==> src/rtl/cosine_pkg.sv <==
// cosine_pkg: shared defaults and FSM state type for the cosine streamer
package cosine_pkg;
  localparam int ROM_AW_DEF = 7;
  localparam int ROM_DW_DEF = 8;
  localparam int CNT_W_DEF = 16;
  typedef enum logic [1:0] {IDLE, RUN, DRAIN} state_t;
endpackage

==> src/rtl/cosine_skid_fifo.sv <==
// cosine_skid_fifo: 2-entry buffer decoupling table reads from the sample stream
module cosine_skid_fifo #(
  parameter int DW = 8
) (
  input  logic          clk_i,
  input  logic          rst_ni,
  input  logic          flush_i,
  input  logic          push_i,
  input  logic          pop_i,
  input  logic [DW-1:0] data_i,
  output logic [DW-1:0] data_o,
  output logic [1:0]    count_o
);
  logic [DW-1:0] mem [2];
  logic wr_ptr, rd_ptr;
  assign data_o = mem[rd_ptr];
  // storage and pointers; flush empties without touching stored data
  always_ff @(posedge clk_i) begin
    if (!rst_ni) begin
      mem[0] <= '0;
      mem[1] <= '0;
      wr_ptr <= 1'b0;
      rd_ptr <= 1'b0;
      count_o <= 2'd0;
    end else if (flush_i) begin
      wr_ptr <= 1'b0;
      rd_ptr <= 1'b0;
      count_o <= 2'd0;
    end else begin
      if (push_i) begin
        mem[wr_ptr] <= data_i;
        wr_ptr <= ~wr_ptr;
      end
      if (pop_i) rd_ptr <= ~rd_ptr;
      count_o <= count_o + 2'(push_i) - 2'(pop_i);
    end
  end
endmodule

==> src/rtl/cosine_streamer.sv <==
// cosine_streamer: streams a burst of cosine table samples with phase stepping
module cosine_streamer import cosine_pkg::*; #(
  parameter int ROM_AW = ROM_AW_DEF,
  parameter int ROM_DW = ROM_DW_DEF,
  parameter int CNT_W = CNT_W_DEF
) (
  input  logic              clk_i,
  input  logic              rst_ni,
  input  logic              start_i,
  input  logic [ROM_AW-1:0] phase_init_i,
  input  logic [ROM_AW-1:0] phase_inc_i,
  input  logic [CNT_W-1:0]  n_samples_i,
  input  logic              abort_i,
  output logic              rom_cen_o,
  output logic [ROM_AW-1:0] rom_addr_o,
  input  logic [ROM_DW-1:0] rom_data_i,
  output logic [ROM_DW-1:0] samp_data_o,
  output logic              samp_valid_o,
  input  logic              samp_ready_i,
  output logic              busy_o,
  output logic              done_o
);
  state_t state, state_nx;
  logic [ROM_AW-1:0] acc, inc;
  logic [CNT_W-1:0] n, cnt;
  logic in_flight, room, pop;
  logic [1:0] count;
  assign pop = samp_valid_o & samp_ready_i;
  assign room = 3'(count) + 3'(in_flight) < 3'd2 + 3'(pop);
  assign samp_valid_o = count != 2'd0;
  assign busy_o = state != IDLE;
  assign rom_addr_o = acc;
  // state register
  always_ff @(posedge clk_i) state <= !rst_ni ? IDLE : state_nx;
  // next state, read issue and end-of-burst pulse; abort overrides everything
  always_comb begin
    state_nx = state;
    rom_cen_o = 1'b0;
    done_o = 1'b0;
    case (state)
      IDLE: if (start_i) state_nx = n_samples_i == '0 ? DRAIN : RUN;
      RUN: begin
        if (abort_i) state_nx = IDLE;
        else if (room) begin
          rom_cen_o = 1'b1;
          if (cnt == n - CNT_W'(1)) state_nx = DRAIN;
        end
      end
      DRAIN: begin
        if (abort_i) state_nx = IDLE;
        else if (count == 2'd0 && !in_flight) begin
          done_o = 1'b1;
          state_nx = IDLE;
        end
      end
      default: state_nx = IDLE;
    endcase
  end
  // burst parameters, phase accumulator, read counter and in-flight flag
  always_ff @(posedge clk_i) begin
    if (!rst_ni) begin
      acc <= '0;
      inc <= '0;
      n <= '0;
      cnt <= '0;
      in_flight <= 1'b0;
    end else begin
      in_flight <= rom_cen_o;
      if (state == IDLE && start_i) begin
        acc <= phase_init_i;
        inc <= phase_inc_i;
        n <= n_samples_i;
        cnt <= '0;
      end else if (rom_cen_o) begin
        acc <= acc + inc;
        cnt <= cnt + CNT_W'(1);
      end
    end
  end
  cosine_skid_fifo #(.DW(ROM_DW)) u_fifo (
    .clk_i(clk_i),
    .rst_ni(rst_ni),
    .flush_i(abort_i & busy_o),
    .push_i(in_flight),
    .pop_i(pop),
    .data_i(rom_data_i),
    .data_o(samp_data_o),
    .count_o(count)
  );
endmodule
==> config.mk <==
export PLATFORM = sky130hd
export DESIGN_NAME = cosine_streamer
export DESIGN_NICKNAME = d
export VERILOG_FILES = /design/src/rtl/cosine_pkg.sv /design/src/rtl/cosine_skid_fifo.sv /design/src/rtl/cosine_streamer.sv
export SDC_FILE = /design/constraint.sdc
export NUM_CORES = 1
export LEC_CHECK = 0
export ABC_AREA = 0
export BUFFER_PORTS_ARGS = -buffer_cell sky130_fd_sc_hd__buf_2
export CELL_PAD_IN_SITES_DETAIL_PLACEMENT = 0
export CELL_PAD_IN_SITES_GLOBAL_PLACEMENT = 1
export CORE_MARGIN = 3
export CORE_UTILIZATION = 43
export DETAILED_ROUTE_END_ITERATION = 8
export PLACE_DENSITY_LB_ADDON = 0.1
export SYNTH_ARGS = -nofsm -noshare
export SYNTH_HDL_FRONTEND = slang
export SYNTH_SLANG_ARGS = --single-unit
export TNS_END_PERCENT = 1
==> constraint.sdc <==
create_clock -name clk_i -period 2.34 [get_ports clk_i]
set_clock_uncertainty 0.1 [all_clocks]
set_input_delay 0 -clock clk_i [delete_from_list [all_inputs] [get_ports clk_i]]
set_output_delay 0 -clock clk_i [all_outputs]
set_load 0.01 [all_outputs]
==> flow_metrics.py, run 1 <==
metrics = {
    "route": {
        "drt_iter0_markers": 124,
        "avgViaCountPerCell": 5.09,
        "num_vias": 3305,
        "drtAntennaViolNets": 0,
        "drt_pass1_iterations": 4,
        "routed_wirelength_um": 8930,
        "drcViolationCount": 0,
        "final_routed_wire_length_divided_by_cell_count_um": 13.8,
    },
    "synth": {
        "post-synth-top-count-cell": "sky130_fd_sc_hd__nand2_1",
        "synth.top_cell.area_share_pct": 28.5,
        "async_flop_share_pct": 0,
        "synth-main-ff-cell": "sky130_fd_sc_hd__dfxtp_1",
        "yosys-top-cells-count": "sky130_fd_sc_hd__nand2_1 (64), sky130_fd_sc_hd__dfxtp_1 (54), sky130_fd_sc_hd__nor2_1 (37), sky130_fd_sc_hd__a21oi_1 (31), sky130_fd_sc_hd__xnor2_1 (25)",
        "ys_seq_elements": 70,
        "synthAdderAreaFrac_pct": 4.48,
        "mappedNetlistArea_mm2": 0.00380,
        "mappedNetlistNets": 486,
        "synthesis.area_per_instance_um2": 8.83,
        "synth_area_in_simple_gates_pct": 24.7,
        "synthDistinctLibCells": 57,
        "ys.warnings.count": 0,
        "synth-edff-count": 16,
        "syn-instance-count": 430,
        "synth-compound-area-share_pct": 11.0,
        "synth.mux.area_fraction_pct": 5.04,
        "synthTopCellsByArea": "sky130_fd_sc_hd__dfxtp_1 (28%), sky130_fd_sc_hd__edfxtp_1 (13%), sky130_fd_sc_hd__nand2_1 (6.3%), sky130_fd_sc_hd__xnor2_1 (5.8%), sky130_fd_sc_hd__a21oi_1 (4.1%)",
        "synth_sequential_area_ratio_pct": 41.1,
        "synth_top_family_by_area": "simple AND/OR/NAND/NOR gates",
        "synth.largest_area_cell": "sky130_fd_sc_hd__dfxtp_1",
        "xor_xnor_cell_area_share_of_the_yosys_netlist_pct": 9.42,
    },
    "clock_network": {
        "cts.repair_timing.setup_buffer_count": 0,
        "clock_transition_at_the_registers_of_the_reported_paths_ns": 0.08,
        "max-clock-path-buffers": 2,
        "clock_tree_root": "sky130_fd_sc_hd__clkbuf_8",
        "cts_tree": "yes",
        "cts_num_sinks": 70,
        "clk_latency_ns": 0.34,
        "numCtsBuffers": 9,
        "clock_tree.htree_level_count": 3,
    },
    "global_routing": {
        "globalRouteMet2Util_pct": 30.9,
        "grtUsageTotal_pct": 18.9,
        "global_route.overflow_total": 0,
        "grt_start_max_net_pins": 31,
        "global_route.usage.met3_pct": 3.41,
        "grt_first_pass_wirelength_um": 15300,
        "number_of_antenna_violations_at_the_first_check_in_global_routing": 0,
        "grt.busiest_layer": "met2",
        "first_global_vias": 3330,
        "global_route.usage.met1_pct": 25.6,
    },
    "placed_design": {
        "routability_driven_placement_congestion_ratio": 0.880,
        "post-dp-hpwl_um": 6510,
        "io_buffer_count": 61,
    },
    "floorplanning": {
        "fp_rows": 33,
        "fp.coreArea_mm2": 0.00838,
        "boundaryPins": 62,
        "design.die.area_mm2": 0.0100,
        "start_util_pct": 45.3,
        "die_h_um": 100,
        "chipWidth_um": 100,
    },
    "pwr": {
        "tot_pwr_mw": 2.92,
        "ir_worst_vdd_uv": 369,
        "power_density_mw_per_mm2": 598,
        "static-leakage-power_nw": 2.01,
    },
    "sta": {
        "rsz0062_at_grt": "true",
        "hold_viol_final": 0,
        "timing.setup.tns_ns": 0,
        "worst_max_slew_pin_slew_ns": 0.554,
        "final.period_utilization_pct": 93.9,
        "slew_viol_final": 0,
        "setup_viol_count_final": 0,
        "slew_headroom_pct": 63.0,
        "clock_period_minus_final_worst_setup_slack_ns": 2.20,
        "highest_clock_rate_mhz": 455,
    },
    "layout": {
        "antenna_cells_inserted": 0,
        "syn2layout_area_growth_pct": 28.6,
        "post_route_cells_drive_above_1_share_pct": 21.0,
        "final_nets": 595,
        "fillers": 798,
    },
    "critical_path": {
        "worst_path_dominant_cell_family": "simple AND/OR/NAND/NOR gates",
        "worstPathBufferInverterCount": 1,
        "kind_of_start_point_of_the_critical_path": "flop",
        "cp_cell_sequence": "inv_1, ha_1, xor2_1, o211ai_1, or3_1, a211o_1, nor4_2, a31oi_1",
        "cpPeakStageDelay_ns": 0.37,
        "critical_path_arrival_ns": 2.31,
        "critPathMaxFanout": 5,
        "cp-end-kind": "flop",
        "critical_path.slowest_cell": "sky130_fd_sc_hd__dfxtp_2",
        "timing.setup.critical_path_class": "reg -> reg",
        "crit_required_ns": 2.45,
    },
    "run": {
        "drv_cap": 0,
    },
    "status": {
        "outcome": "completed",
    },
    "hold_path": {
        "min-delay-path-class": "in -> reg",
    },
}
==> cell families (layout without fill, tap and decap cells) <==
kind of cell	after synthesis	count (layout)
compound gates	66	66
xor+xnor	40	40
fa+ha+maj	13	13
buf+inv	37	151
flops	70	70
mux	18	18
simple gates	186	186
==> final timing paths <==
kind | start | to | slack, ns | cells after the start
setup / recovery | n[1] | state[0] | 0.14 | 8
hold / removal | samp_ready_i | flop | 0.06 | 5
setup reg to reg | n[1] | state[0] | 0.14 | 8
hold reg to reg | inc[2] | inc[2] | 0.37 | 2
==> repair_timing <==
item / 4_1_cts / 5_1_grt
hold endpoints to repair: 52 / 0
hold buffers: 42 / 0
resized for setup: 0 / 2
endpoints found under the setup margin: 0 / 3
==> metal layers <==
| layer | routed length [um] | vias up |
|---|---|---|
| li1 | - | 1716 |
| met1 | 4520 | 1521 |
| met2 | 4010 | 63 |
| met3 | 327 | 5 |
| met4 | 73 | 0 |
| met5 | 0 | - |
==> cell type report <==
type	count	area, um^2	share of cell area [%]
clock buffers	11	153	3.12
multi-input cells	323	2080	42.5
flip-flops and latches	70	1560	32.0
repair buffers	118	838	17.2
inverters	17	63.8	1.31
well taps	105	131	2.69
clock inverters	5	57.6	1.18
==> worst min-delay path, delay by kind of cell <==
family | cells | cell delay [ns]
buffers and inverters | 2 | 0.22
AND/OR/NAND/NOR | 1 | 0.08
AO/OA/AOI/OAI | 1 | 0.09
XOR/XNOR | 1 | 0.06
==> power by group <==
| group | internal (mW) | total (mW) | switching, mW |
|---|---|---|---|
| clock network | 0.556 | 1.02 | 0.464 |
| logic | 0.279 | 0.546 | 0.267 |
| registers | 1.29 | 1.35 | 0.0600 |
| total | 2.13 | 2.92 | 0.791 |
==> registers in the layout (all words and copies together), names as in the netlist, named ones only <==
name            count
cnt                16
u_fifo.count_o      2
in_flight           1
n                  16
inc                 7
rom_addr_o          7
u_fifo.mem         16
state               2
u_fifo.rd_ptr       1
u_fifo.wr_ptr       1
==> cell usage in the layout, fill, tap and decap left out, drive strengths merged, types with 2 or more instances in the layout <==
cell         Yosys  routed
o211ai           3       3
or3              4       4
nor4            10      10
dlygate4sd3      0      42
and2            19      19
o21ai            8       8
nand2b           2       2
or2              2       2
mux2             9       9
nor2            37      37
nand2           64      64
nand4b           2       2
a211o            2       2
and3             2       2
a211oi           5       5
ha              12      12
clkinvlp         0       3
buf              5      76
clkbuf          15      11
nand3            9       9
a311oi           2       2
xor2            14      14
nand4            8       8
dfxtp           54      54
nor2b            4       4
inv             17      17
nor3            18      18
a31oi            3       3
a21oi           31      31
xnor2           26      26
edfxtp          16      16
mux2i            9       9
o21a             3       3
==> stage by stage <==
stage | setup slack, ns | area (um^2) | cells | util, % | hold slack [ns]
after floorplan | 0.207 | 3800 | 430 | - | 0.0360
after global placement | 0.151 | 4250 | 591 | 50.7 | 0.140
after detailed placement | 0.106 | 4250 | 591 | 50.7 | 0.146
after CTS | 0.0657 | 4880 | 649 | 58.3 | 0.0486
after global routing | -0.00883 | 4880 | 649 | 58.3 | 0.0820
final | 0.142 | 4880 | 649 | 58.3 | 0.0550
Power figures use the tool's default switching activity.
==> run 2, diff against run 1 <==
--- a/config.mk
+++ b/config.mk
@@ -12,7 +12,7 @@
 export CORE_MARGIN = 3
 export CORE_UTILIZATION = 43
 export DETAILED_ROUTE_END_ITERATION = 8
-export PLACE_DENSITY_LB_ADDON = 0.1
+export PLACE_DENSITY_LB_ADDON = 0.3
 export SYNTH_ARGS = -nofsm -noshare
 export SYNTH_HDL_FRONTEND = slang
 export SYNTH_SLANG_ARGS = --single-unit
==> run 2 against run 1 <==
  * Critical endpoint is now rom_addr_o[6]
  * Clock power up 18%
  * Power up 6.0%
  * Sequential share of layout area about the same
  * Design area up 0.13%
  * Die area unchanged
  * Critical path depth up 1
  * Global-route usage up 0.44 points
  * Register-to-register slack better by 0.03 ns
  * Via count up 0.12%
==> flow_metrics.py, run 2 (same netlist as run 1, synthesis figures left out) <==
metrics = {
    "placed_design": {
        "dpl.cell_count": 587,
        "io_buffer_count": 61,
        "dp_slack_ns": 0.139,
        "routability_driven_placement_congestion_ratio": 0.902,
        "post-dp-hpwl_um": 6390,
    },
    "run": {
        "drv_cap": 0,
    },
    "layout": {
        "syn2layout_area_growth_pct": 28.8,
        "finalNonFillerCells": 645,
        "final_nets": 591,
        "post_route_cells_drive_above_1_share_pct": 20.7,
        "layout.cells.most_common_list": "sky130_fd_sc_hd__nand2_1 (64), sky130_fd_sc_hd__buf_2 (61), sky130_fd_sc_hd__dfxtp_1 (52)",
        "antenna_cells_inserted": 0,
        "layout.cells.most_common": "sky130_fd_sc_hd__nand2_1",
        "reg.largest.list": "cnt: 16 flops, n: 16 flops, u_fifo.mem: 16 flops",
    },
    "floorplanning": {
        "design.die.area_mm2": 0.0100,
        "die_h_um": 100,
        "boundaryPins": 62,
        "fp.coreArea_mm2": 0.00838,
        "fp_rows": 33,
        "start_util_pct": 45.3,
        "chipWidth_um": 100,
    },
    "global_routing": {
        "number_of_antenna_violations_at_the_first_check_in_global_routing": 0,
        "first_global_vias": 3268,
        "grt_first_pass_wirelength_um": 15300,
        "grt_start_max_net_pins": 38,
        "global_route.overflow_total": 0,
        "grtUsageTotal_pct": 19.3,
    },
    "critical_path": {
        "cp-endpoint": "rom_addr_o[6]",
        "worst_setup_path_startpoint": "rom_addr_o[0]",
        "kind_of_start_point_of_the_critical_path": "flop",
        "cp_cell_sequence": "ha_1, inv_1, fa_1, nor2b_1, o21a_1, o21a_1, o311ai_1, mux2_2, o211ai_1",
        "r2r.worst_path.cells": 9,
        "critical_path.slowest_cell": "sky130_fd_sc_hd__mux2_2",
        "crit-reg2reg-launch": "rom_addr_o[0]",
        "worst_path_dominant_cell_family": "compound AO/OA/AOI/OAI gates",
        "rrSetupSlack_ns": 0.17,
        "cp_common_cell": "sky130_fd_sc_hd__o21a_1",
        "r2r-end": "rom_addr_o[6]",
        "crit_required_ns": 2.52,
        "cp-end-kind": "flop",
        "cp_num_cells": 9,
        "worstPathBufferInverterCount": 1,
        "critical_path_arrival_ns": 2.35,
        "critPathMaxFanout": 3,
        "cpPeakStageDelay_ns": 0.37,
        "timing.setup.critical_path_class": "reg -> reg",
    },
    "route": {
        "routed_wirelength_um": 8950,
        "drtAntennaViolNets": 0,
        "avgViaCountPerCell": 5.13,
        "drt_iter0_markers": 160,
        "num_vias": 3309,
        "drt_pass1_iterations": 4,
        "final_routed_wire_length_divided_by_cell_count_um": 13.9,
        "drcViolationCount": 0,
    },
    "clock_network": {
        "clock_tree_root": "sky130_fd_sc_hd__clkbuf_8",
        "max-clock-path-buffers": 2,
        "cts.repair_timing.setup_buffer_count": 0,
        "cts_tree": "yes",
        "clock_tree.htree_level_count": 3,
        "clk_latency_ns": 0.34,
        "clock_transition_at_the_registers_of_the_reported_paths_ns": 0.08,
        "numCtsBuffers": 9,
        "cts_num_sinks": 70,
    },
    "sta": {
        "final.period_utilization_pct": 92.8,
        "highest_clock_rate_mhz": 461,
        "timing.setup.tns_ns": 0,
        "slew_headroom_pct": 59.6,
        "slew_viol_final": 0,
        "setup_viol_count_final": 0,
        "clock_period_minus_final_worst_setup_slack_ns": 2.17,
        "rsz0062_at_grt": "false",
        "worst_max_slew_pin_slew_ns": 0.601,
        "setup_ws_ns": 0.170,
        "hold_viol_final": 0,
    },
    "pwr": {
        "ir_worst_vdd_uv": 303,
        "power_density_mw_per_mm2": 633,
        "static-leakage-power_nw": 2.02,
    },
    "status": {
        "outcome": "completed",
    },
    "hold_path": {
        "min-delay-path-class": "in -> reg",
        "hp-start": "samp_ready_i",
    },
}
-- run 2: cell types whose count changed in the layout (fill, tap and decap cells not counted), sizes merged --
cell	before	now
buf	76	72
bufinv	1	3
clkbuf	11	9
clkinv	1	3
clkinvlp	3	0
inv	17	18
-- run 2: metrics by stage --
stage	hold WS (ns)	total power, mW	instance area, um^2	utilization [%]
after floorplan	0.0360	1.71	3800	-
after global placement	0.142	1.86	4220	50.4
after detailed placement	0.147	1.87	4220	50.4
after CTS	0.0325	3.12	4890	58.3
after global routing	0.108	3.25	4890	58.4
final	0.0561	3.10	4890	58.4
-- run 2: final cells by class --
class | instances | area (um^2)
Sequential cell | 70 | 1560
Fill cell | 748 | 3490
Timing Repair Buffer | 114 | 808
Multi-Input combinational cell | 323 | 2080
Tap cell | 105 | 131
Clock inverter | 7 | 121
Clock buffer | 9 | 124
Inverter | 17 | 63.8
-- run 2: tightest hold or removal path: stages --
cell and delay (ns):
sky130_fd_sc_hd__buf_2 0.10, sky130_fd_sc_hd__o21ai_0 0.10, sky130_fd_sc_hd__buf_4 0.13, sky130_fd_sc_hd__xor2_1 0.06, sky130_fd_sc_hd__nor2_1 0.07
-- run 2: per-layer routing --
metal | global-route usage [%] | wire [um] | vias up
met3 | 4.10 | 421 | 10
li1 | - | - | 1702
met1 | 26.5 | 4260 | 1524
met5 | 0 | 0 | -
met2 | 30.1 | 4150 | 73
met4 | 6.84 | 114 | 0
-- run 2: worst min-delay path by stage --
stage                         end  slack, ns  cells after the start
finish              u_fifo.rd_ptr       0.06                      5
global route             state[0]       0.11                      4
CTS                 u_fifo.rd_ptr       0.03                      5
detailed placement         inc[4]       0.15                      3
global placement           inc[3]       0.14                      3
floorplan                    n[6]       0.04                      2
-- run 2: where the power goes --
| group | internal, mW | switching, mW |
|---|---|---|
| Clock | 0.713 | 0.486 |
| Combinational | 0.274 | 0.267 |
| Sequential | 1.29 | 0.0611 |
| Total | 2.28 | 0.814 |
-- run 2: timing repair --
| item | 4_1_cts | 5_1_grt |
|---|---|---|
| endpoints found under the setup margin | 0 | 5 |
| gates resized for setup | 0 | 4 |
| hold buffers | 42 | 0 |
| hold endpoints to repair | 53 | 0 |
==> run 3, diff against run 2 <==
--- a/config.mk
+++ b/config.mk
@@ -10,10 +10,11 @@
 export CELL_PAD_IN_SITES_DETAIL_PLACEMENT = 0
 export CELL_PAD_IN_SITES_GLOBAL_PLACEMENT = 1
 export CORE_MARGIN = 3
-export CORE_UTILIZATION = 43
+export CORE_UTILIZATION = 42
 export DETAILED_ROUTE_END_ITERATION = 8
 export PLACE_DENSITY_LB_ADDON = 0.3
 export SYNTH_ARGS = -nofsm -noshare
 export SYNTH_HDL_FRONTEND = slang
+export SYNTH_HIERARCHICAL = 1
 export SYNTH_SLANG_ARGS = --single-unit
 export TNS_END_PERCENT = 1
==> run 3 against run 2 <==
  * Sequential power about the same
  * Global-route usage down 0.50 points
  * Sequential share of layout area up 0.40 points
  * Utilization down 0.81 points
  * Combinational power about the same
  * Synthesized cell count down 3.3%
  * Register-to-register slack worse by 0.04 ns
  * Fmax down 1.9%
  * Area after synthesis down 2.4%
  * Setup slack worse by 0.042 ns
  * Critical endpoint is now state[0]
==> flow_metrics.py, run 3 <==
metrics = {
    "sta": {
        "highest_clock_rate_mhz": 452,
        "slew_viol_final": 0,
        "slew_headroom_pct": 62.9,
        "final.period_utilization_pct": 94.5,
        "setup_viol_count_final": 0,
        "rsz0062_at_grt": "false",
        "clock_period_minus_final_worst_setup_slack_ns": 2.21,
        "hold_viol_final": 0,
        "worst_max_slew_pin_slew_ns": 0.555,
        "timing.setup.tns_ns": 0,
    },
    "global_routing": {
        "grtUsageTotal_pct": 18.8,
        "grt_first_pass_wirelength_um": 15100,
        "first_global_vias": 3225,
        "number_of_antenna_violations_at_the_first_check_in_global_routing": 0,
        "global_route.overflow_total": 0,
        "grt_start_max_net_pins": 30,
    },
    "pwr": {
        "tot_pwr_mw": 2.94,
        "power_density_mw_per_mm2": 609,
        "ir_worst_vdd_uv": 328,
        "static-leakage-power_nw": 1.97,
    },
    "synth": {
        "synth.largest_area_cell": "sky130_fd_sc_hd__dfxtp_1",
        "synthDistinctLibCells": 59,
        "yosys-top-cells-count": "sky130_fd_sc_hd__nand2_1 (59), sky130_fd_sc_hd__dfxtp_1 (54), sky130_fd_sc_hd__a21oi_1 (38), sky130_fd_sc_hd__nor2_1 (25), sky130_fd_sc_hd__xnor2_1 (23)",
        "synth_sequential_area_ratio_pct": 42.1,
        "mappedNetlistNets": 472,
        "syn-instance-count": 416,
        "ys.warnings.count": 6,
        "synth-main-ff-cell": "sky130_fd_sc_hd__dfxtp_1",
        "mappedNetlistArea_mm2": 0.00370,
        "post-synth-top-count-cell": "sky130_fd_sc_hd__nand2_1",
        "synthTopCellsByArea": "sky130_fd_sc_hd__dfxtp_1 (29%), sky130_fd_sc_hd__edfxtp_1 (13%), sky130_fd_sc_hd__nand2_1 (6.0%), sky130_fd_sc_hd__xnor2_1 (5.4%), sky130_fd_sc_hd__a21oi_1 (5.1%)",
        "ys_seq_elements": 70,
        "synth-edff-count": 16,
        "synth.top_cell.area_share_pct": 29.2,
        "synthesis.area_per_instance_um2": 8.91,
        "async_flop_share_pct": 0,
    },
    "layout": {
        "finish.utilization_pct": 57.5,
        "syn2layout_area_growth_pct": 30.2,
        "final_nets": 583,
        "layout.cells.most_common_list": "sky130_fd_sc_hd__buf_2 (61), sky130_fd_sc_hd__nand2_1 (58), sky130_fd_sc_hd__dfxtp_1 (54)",
        "layout.cells.most_common": "sky130_fd_sc_hd__buf_2",
        "stdcell_area_mm2": 0.00482,
        "reg.largest.list": "cnt: 16 flops, n: 16 flops, u_fifo/mem: 16 flops",
        "post_route_cells_drive_above_1_share_pct": 21.8,
        "fillers": 771,
        "antenna_cells_inserted": 0,
    },
    "clock_network": {
        "clk_latency_ns": 0.34,
        "cts_num_sinks": 70,
        "numCtsBuffers": 9,
        "clock_transition_at_the_registers_of_the_reported_paths_ns": 0.07,
        "cts_tree": "yes",
        "clock_tree_root": "sky130_fd_sc_hd__clkbuf_8",
        "clock_tree.htree_level_count": 3,
        "max-clock-path-buffers": 2,
    },
    "critical_path": {
        "crit-reg2reg-launch": "n[0]",
        "critical_path_arrival_ns": 2.34,
        "r2r.worst_path.cells": 7,
        "kind_of_start_point_of_the_critical_path": "flop",
        "rrSetupSlack_ns": 0.13,
        "crit_required_ns": 2.47,
        "r2r-end": "state[0]",
        "cp-end-kind": "flop",
        "timing.setup.critical_path_class": "reg -> reg",
        "critPathMaxFanout": 5,
        "worst_setup_path_startpoint": "n[0]",
    },
    "placed_design": {
        "io_buffer_count": 61,
        "post-dp-hpwl_um": 6280,
        "routability_driven_placement_congestion_ratio": 0.806,
        "detailed_place.area_mm2": 0.00419,
    },
    "route": {
        "drt_pass1_iterations": 5,
        "drt_iter0_markers": 161,
        "drcViolationCount": 0,
        "avgViaCountPerCell": 5.26,
        "routed_wirelength_um": 8850,
        "num_vias": 3352,
        "drtAntennaViolNets": 0,
        "final_routed_wire_length_divided_by_cell_count_um": 13.9,
    },
    "status": {
        "outcome": "completed",
    },
    "hold_path": {
        "hp-start": "samp_ready_i",
        "hold_depth": 5,
        "min-delay-path-class": "in -> reg",
    },
    "floorplanning": {
        "fp.coreArea_mm2": 0.00838,
        "boundaryPins": 62,
        "chipWidth_um": 99.9,
        "design.die.area_mm2": 0.00998,
        "die_h_um": 99.9,
        "fp_rows": 33,
        "start_util_pct": 44.2,
    },
    "run": {
        "drv_cap": 0,
    },
}
run 3: changes by cell type in the layout (fill, tap and decap cells not counted), moves of 4 or more:
cell and delta:
sky130_fd_sc_hd__nand2_1 -6, sky130_fd_sc_hd__and2_1 -15, sky130_fd_sc_hd__mux2i_1 -5, sky130_fd_sc_hd__a21oi_1 +7
sky130_fd_sc_hd__and3_2 +7, sky130_fd_sc_hd__o21ai_0 +4, sky130_fd_sc_hd__buf_4 +6, sky130_fd_sc_hd__and3_1 +8
sky130_fd_sc_hd__nor2_1 -12
run 3: power breakdown:
| part | switching, mW | internal, mW | total [mW] |
|---|---|---|---|
| combinational | 0.262 | 0.277 | 0.539 |
| sequential | 0.0563 | 1.29 | 1.35 |
| clock | 0.455 | 0.594 | 1.05 |
| total | 0.773 | 2.17 | 2.94 |
run 3: critical path: stages (launching register included):
cell and delay (ns):
sky130_fd_sc_hd__dfxtp_1 0.35, sky130_fd_sc_hd__inv_1 0.07, sky130_fd_sc_hd__ha_1 0.19, sky130_fd_sc_hd__or3b_4 0.41, sky130_fd_sc_hd__o32ai_1 0.24, sky130_fd_sc_hd__and4_1 0.22, sky130_fd_sc_hd__nand4b_1 0.14, sky130_fd_sc_hd__o41a_1 0.39
run 3: what timing repair did:
item	in CTS	in global routing
hold endpoints to repair	48	0
endpoints found under the setup margin	0	4
buffers inserted	0	0
hold buffers	41	0
gates resized for setup	0	6
run 3: routing by layer:
metal | vias up | global-route usage [%] | share of wire [%]
li1 | 1693 | - | -
met1 | 1563 | 25.9 | 47
met2 | 85 | 30.1 | 47
met3 | 11 | 2.85 | 4.8
met4 | 0 | 6.41 | 1.4
met5 | - | 0 | 0
run 3: final cells by class:
| class | instances | area [um^2] | share of cell area [%] |
|---|---|---|---|
| clock buffers | 11 | 131 | 2.72 |
| clock inverters | 5 | 75.1 | 1.56 |
| inverters | 15 | 56.3 | 1.17 |
| multi-input cells | 312 | 2020 | 42.0 |
| flip-flops and latches | 70 | 1560 | 32.4 |
| well taps | 105 | 131 | 2.72 |
| repair buffers | 119 | 843 | 17.5 |
run 3: worst max path at each step:
stage / slack, ns / cells after the start / end
2_1_floorplan: 0.19 / 6 / rom_addr_o[6]
3_3_place_gp: 0.09 / 7 / state[0]
3_5_place_dp: 0.03 / 7 / state[0]
4_1_cts: 0.03 / 7 / state[0]
5_1_grt: 0.007 / 8 / cnt[15]
6_report: 0.13 / 7 / state[0]
run 3: through the flow:
step | setup slack, ns | hold slack [ns] | std cells
after floorplan | 0.189 | 0.0360 | 416
after global placement | 0.0928 | 0.142 | 580
after detailed placement | 0.0343 | 0.148 | 580
after CTS | 0.0306 | 0.00308 | 637
after global routing | 0.00665 | 0.0434 | 637
final | 0.128 | 0.00773 | 637
run 3: logic make-up (layout without fill, tap and decap cells):
| logic type | after synthesis | count (layout) | synth area share (%) |
|---|---|---|---|
| simple gates | 175 | 175 | 24.5 |
| compound gates | 75 | 75 | 12.3 |
| flops | 70 | 70 | 42.1 |
| xor+xnor | 36 | 36 | 8.88 |
| buf+inv | 34 | 150 | 3.78 |
| fa+ha+maj | 13 | 13 | 4.59 |
| mux | 13 | 13 | 3.82 |
